### src/rtl/winocnn_pkg.sv
// Shared constants, loader state encoding and the line-count clamp used by the scan stream loader.
package winocnn_pkg;

    localparam int BEAT_W = 32;
    localparam int LINE_W = 512;
    localparam int ADDR_W = 8;
    localparam int DEPTH  = 128;
    localparam int BPL    = LINE_W / BEAT_W;
    localparam int CNT_W  = $clog2(BPL);

    typedef enum logic [2:0] {
        IDLE,
        FILL_D,
        FILL_W,
        WRITE,
        DONE
    } loader_state_t;

    function automatic logic [ADDR_W-1:0] clamp_lines(input logic [ADDR_W-1:0] n);
        return (n > ADDR_W'(DEPTH)) ? ADDR_W'(DEPTH) : n;
    endfunction

endpackage

### src/rtl/scan_stream_loader_line_packer.sv
// line_packer: collects BPL beats into one LINE_W line, beat k in bits [k*BEAT_W +: BEAT_W].
// last_beat flags the accept that completes the line; the counter wraps for the next line.
module line_packer
    import winocnn_pkg::*;
(
    input  logic              clk,
    input  logic              reset,
    input  logic              clear,
    input  logic              load,
    input  logic [BEAT_W-1:0] beat,
    output logic [LINE_W-1:0] line,
    output logic              last_beat
);

    logic [CNT_W-1:0] cnt;

    assign last_beat = load && (cnt == CNT_W'(BPL - 1));

    always_ff @(posedge clk) begin
        if (!reset || clear) begin
            cnt  <= '0;
            line <= '0;
        end else if (load) begin
            line[cnt*BEAT_W +: BEAT_W] <= beat;
            cnt                        <= last_beat ? '0 : cnt + CNT_W'(1);
        end
    end

endmodule

### src/rtl/scan_stream_loader.sv
// scan_stream_loader: packs a beat stream into data/weight line pairs, writes one pair per scan
// address, then pulses load_done. Optional XOR checksum of accepted beats under LOADER_CHECKSUM_EN.
module scan_stream_loader
    import winocnn_pkg::*;
(
    input  logic              clk,
    input  logic              reset,
    input  logic              start_load,
    input  logic [ADDR_W-1:0] num_lines,
    input  logic              s_valid,
    input  logic [BEAT_W-1:0] s_data,
    output logic              s_ready,
    output logic              input_mem_scan_mode,
    output logic [ADDR_W-1:0] scan_addr,
    output logic [LINE_W-1:0] data_mem_scan_in,
    output logic [LINE_W-1:0] weight_mem_scan_in,
    output logic              busy,
    output logic              load_done,
    output logic [BEAT_W-1:0] checksum
);

    loader_state_t     state, state_nxt;
    logic [ADDR_W-1:0] lines_q;
    logic [ADDR_W-1:0] idx_q;
    logic [ADDR_W-1:0] addr_q;
    logic              start_acc;
    logic              beat_fire;
    logic              last_idx;
    logic              d_last, w_last;

    assign start_acc = (state == IDLE) && start_load;
    assign beat_fire = s_valid && s_ready;
    assign last_idx  = (idx_q == lines_q - ADDR_W'(1));
    assign scan_addr = addr_q;

    always_comb begin
        state_nxt           = state;
        s_ready             = 1'b0;
        input_mem_scan_mode = 1'b0;
        busy                = 1'b1;
        load_done           = 1'b0;
        case (state)
            IDLE: begin
                busy = 1'b0;
                if (start_load) state_nxt = (num_lines == '0) ? DONE : FILL_D;
            end
            FILL_D: begin
                s_ready = 1'b1;
                if (d_last) state_nxt = FILL_W;
            end
            FILL_W: begin
                s_ready = 1'b1;
                if (w_last) state_nxt = WRITE;
            end
            WRITE: begin
                input_mem_scan_mode = 1'b1;
                state_nxt           = last_idx ? DONE : FILL_D;
            end
            DONE: begin
                load_done = 1'b1;
                state_nxt = IDLE;
            end
            default: state_nxt = IDLE;
        endcase
    end

    always_ff @(posedge clk) begin
        if (!reset) begin
            state   <= IDLE;
            lines_q <= '0;
            idx_q   <= '0;
            addr_q  <= '0;
        end else begin
            state <= state_nxt;
            if (start_acc) begin
                lines_q <= clamp_lines(num_lines);
                idx_q   <= '0;
            end
            // Latch the address on the final weight beat so it holds after the strobe.
            if (state == FILL_W && w_last) addr_q <= idx_q;
            if (state == WRITE && !last_idx) idx_q <= idx_q + ADDR_W'(1);
        end
    end

    line_packer u_data_packer (
        .clk       (clk),
        .reset     (reset),
        .clear     (start_acc),
        .load      (beat_fire && state == FILL_D),
        .beat      (s_data),
        .line      (data_mem_scan_in),
        .last_beat (d_last)
    );

    line_packer u_weight_packer (
        .clk       (clk),
        .reset     (reset),
        .clear     (start_acc),
        .load      (beat_fire && state == FILL_W),
        .beat      (s_data),
        .line      (weight_mem_scan_in),
        .last_beat (w_last)
    );

`ifdef LOADER_CHECKSUM_EN
    logic [BEAT_W-1:0] csum_q;

    always_ff @(posedge clk) begin
        if (!reset || start_acc) csum_q <= '0;
        else if (beat_fire)      csum_q <= csum_q ^ s_data;
    end

    assign checksum = csum_q;
`else
    assign checksum = '0;
`endif

endmodule

### config.mk
export PLATFORM = sky130hd
export DESIGN_NAME = scan_stream_loader
export DESIGN_NICKNAME = d
export VERILOG_FILES = /design/src/rtl/winocnn_pkg.sv /design/src/rtl/scan_stream_loader_line_packer.sv /design/src/rtl/scan_stream_loader.sv
export SDC_FILE = /design/constraint.sdc
export NUM_CORES = 2
export LEC_CHECK = 0
export CAP_MARGIN = 0
export CORE_AREA = 4 4 433 435
export CTS_CLUSTER_DIAMETER = 60
export DETAILED_ROUTE_END_ITERATION = 8
export DIE_AREA = 0 0 437 439
export GPL_ROUTABILITY_DRIVEN = 0
export SYNTH_ARGS = -nofsm -noshare
export SYNTH_HDL_FRONTEND = slang
export SYNTH_SLANG_ARGS = --single-unit
### constraint.sdc
create_clock -name clk -period 2.7 [get_ports clk]
set_input_delay 0.27 -clock clk [delete_from_list [all_inputs] [get_ports clk]]
set_output_delay 0.27 -clock clk [all_outputs]
set_load 0.01 [all_outputs]
==> qor.txt <==
outcome - finished clean
Post-DP Area - 54100 um^2
Starting DRT DRC Count - 4388
first-pass GRT wire length - 294 mm
Reg2Reg Depth - 9
critical path class - register to output pin
CTS tree - built
placed cells - 8326
FILL cells - 19100
Worst EP required - 2430 ps
Post-Syn Area - 39900 um^2
final instance area - 58800 um^2
ys async rst share - 0%
CTS H-tree depth - 4
r2r setup slk - 160 ps
# DRC - 0
initial antenna violation count - 31
I/O Buffers - 1079
largest net degree at the start of global routing - 92
Final Max Tran Viols - 0
Ys Warns - 0
top-area cell type share of the netlist area - 53.1%
hold_sp - s_data[6]
Mapped Avg Cell Area - 7.80 um^2
Die ar. - 192000 um^2
Netlist cell types - 66
CTS clk-pin slew, worst paths - 60 ps
Seq/Total Area, Yosys - 53.1%
final worst path period need - 2610 ps
vias per cell - 4.92
vias in the first global route - 38700
Max-Cap Viols - 0
final WL - 216 mm
die height - 439 um
Slew headroom - 36.4%
antenna-violating nets left - 0
Sink Count - 1059
Clock Latency Late Sink - 800 ps
final non-filler cell total - 8593
r2r endpoint - u_weight_packer.line[351]
Num CTS Buffers - 130
grt total ovfl - 0
Final period util - 96.7%
EDFF count, synth - 0
crit-path cells - nor2_1 -> nand2_1 -> clkdlybuf4s50_1
Synth Flop Type - dfxtp_1
effective utilization at floorplan - 21.8%
dpl hpwl - 150 mm
CTS Buffer Depth - 3
Least-Margin Pin Slew - 954 ps
Layout Skew - 54.8 ps
Peak VDD IR - 0.000598 V
via count - 42300
Final Hold Viols - 0
# IOs - 1112
clk root buf - clkbuf_16
CORE AREA - 183000 um^2
final setup vio count - 0
CP peak stage delay - 680 ps
GRT Total Usage - 21.1%
post-synthesis register bit count - 1059
FMAX - 383 MHz
synth top area cells - dfxtp_1 53%, a21oi_1 13%, nand3_1 9.4%, nand2_1 8.1%, nor2_1 4.9%
layout cells sized above 1 - 8.68%
DR pass1 iterations - 6
WP data arrival - 2340 ps
Row Count - 157
critical path peak fanout - 9
CP Launch Type - register
HP Class - primary input to register
FF-to-FF Start - u_weight_packer.cnt[1]
Critical Path Slowest Stage Cell - clkdlybuf4s50_1
leak pwr - 0.0184 uW
Min-Delay Path Depth - 3
Cell Pwr Density - 600 nW/um^2
nets - 6067
largest area contributor in the netlist - dfxtp_1
Routed WL per cell - 25.1 um
Area Overhead vs Synth - 47.4%
width of the die - 437 um
Cells after Synth - 5117
end of the worst hold path - u_data_packer.line[390]
critical path capture point type - output pin
## placed cells by master (no fill, tap or decap), types with 5 or more instances in the layout
| cell type | synthesis | final |
|---|---|---|
| ha_1 | 8 | 5 |
| xnor2_1 | 8 | 8 |
| nand3_2 | 1 | 16 |
| nor2_1 | 516 | 501 |
| buf_12 | 0 | 73 |
| o21ai_0 | 6 | 6 |
| clkdlybuf4s50_1 | 0 | 1046 |
| mux2i_1 | 8 | 8 |
| nand4_1 | 57 | 57 |
| a21oi_1 | 1044 | 1044 |
| conb_1 | 1 | 32 |
| xor2_1 | 6 | 6 |
| buf_4 | 33 | 144 |
| nand2_1 | 861 | 859 |
| clkinv_16 | 0 | 8 |
| nor3b_1 | 5 | 5 |
| and3_2 | 0 | 6 |
| clkbuf_8 | 1 | 27 |
| nor3_2 | 4 | 7 |
| dfxtp_1 | 1059 | 1058 |
| nand3_1 | 752 | 737 |
| buf_2 | 78 | 25 |
| inv_1 | 18 | 17 |
| clkbuf_16 | 0 | 131 |
| and3_1 | 24 | 18 |
| nand2b_1 | 7 | 7 |
| dlygate4sd3_1 | 0 | 19 |
| inv_6 | 0 | 8 |
| bufinv_16 | 0 | 5 |
| nor3_1 | 77 | 72 |
| o211ai_1 | 6 | 6 |
| clkinv_2 | 0 | 13 |
| nor2_2 | 1 | 13 |
| clkbuf_1 | 428 | 28 |
| diode_2 | 0 | 11 |
## per-stage QoR
stage               TNS [ps]  hold WS [ps]  util, %  power, uW  setup slack, ps
CTS                        0          2.39     32.1      35500             35.3
global route           -5.20          25.4     32.1      36200            -5.20
finish                     0          75.2     32.1      35300             90.0
global placement           0           438     29.5      17600              159
detailed placement         0           443     29.5      17600              129
floorplan                  0           379        -      16700              156
## cells in the mapped netlist, types with 5 or more instances
cell type  number
a21oi_1      1044
and2_1          7
and3_1         24
buf_1          32
buf_2          78
buf_4          33
clkbuf_1      428
dfxtp_1      1059
ha_1            8
inv_1          18
mux2i_1         8
nand2_1       861
nand2b_1        7
nand3_1       752
nand4_1        57
nor2_1        516
nor2b_1         5
nor3_1         77
nor3b_1         5
o211ai_1        6
o21ai_0         6
xnor2_1         8
xor2_1          6
## state kept, by name, indices dropped and copies added, names as in the netlist
register,cells
idx_q,8
state,3
u_weight_packer.cnt,4
scan_addr,8
u_data_packer.line,512
u_weight_packer.line,512
u_data_packer.cnt,4
lines_q,8
## report_power, final
| part | internal, uW | switching, uW | leakage (uW) |
|---|---|---|---|
| logic | 309 | 1310 | 0.00767 |
| registers | 15600 | 19.0 | 0.00853 |
| clock network | 10400 | 7620 | 0.00217 |
## cell families after synthesis
logic type                 Yosys count  share of synthesized area (%)
AOI/OAI and AO/OA                 1090                           14.1
xor gates and xnor gates            16                          0.389
adders and majority gates            8                          0.251
buffers and inverters              592                           6.17
DFF                               1059                           53.1
muxes                                8                          0.201
other                                1                        0.00940
and+or+nand+nor                   2343                           25.7
## layout make-up
type	instances	area (um^2)	area share (%)
diodes	11	27.5	0.0468
clock buffers	186	3750	6.39
clock inverters	49	708	1.20
inverters	18	67.6	0.115
multi-input cells	3497	16600	28.2
flip-flops and latches	1059	21200	36.1
well taps	2464	3080	5.24
repair buffers	1309	13400	22.7
## worst max-delay path by stage
stage,cells after the start,startpoint,endpoint,slack (ps)
floorplan,11,u_weight_packer.cnt[0],u_weight_packer.line[115],160
global placement,9,u_weight_packer.cnt[1],u_weight_packer.line[78],160
detailed placement,8,lines_q[0],idx_q[6],130
CTS,4,state[1],input_mem_scan_mode,40
global route,9,u_weight_packer.cnt[1],u_weight_packer.line[351],-5
finish,3,state[2],busy,90
## timing repair
item                                    CTS  global route
buffers inserted                          0             2
hold buffers                             19             0
gates resized for setup                   4            12
cloned                                    0             0
hold endpoints to repair                 63             0
pin swaps                                 0             2
endpoints found under the setup margin    1           201
## layer usage
metal,up-vias,part of all wire (%),global-route usage (%)
li1,18900,-,-
met1,20400,39,26.1
met2,2428,46,33.8
met3,562,9.1,4.79
met4,6,6.5,12.1
met5,-,0.016,0
## critical path, delay by kind of cell (launching register included)
family	cells	cell delay [ps]
buffers and inverters	1	680
flip-flops	1	490
AND/OR/NAND/NOR	2	370
(Power assumes the default switching activity.)
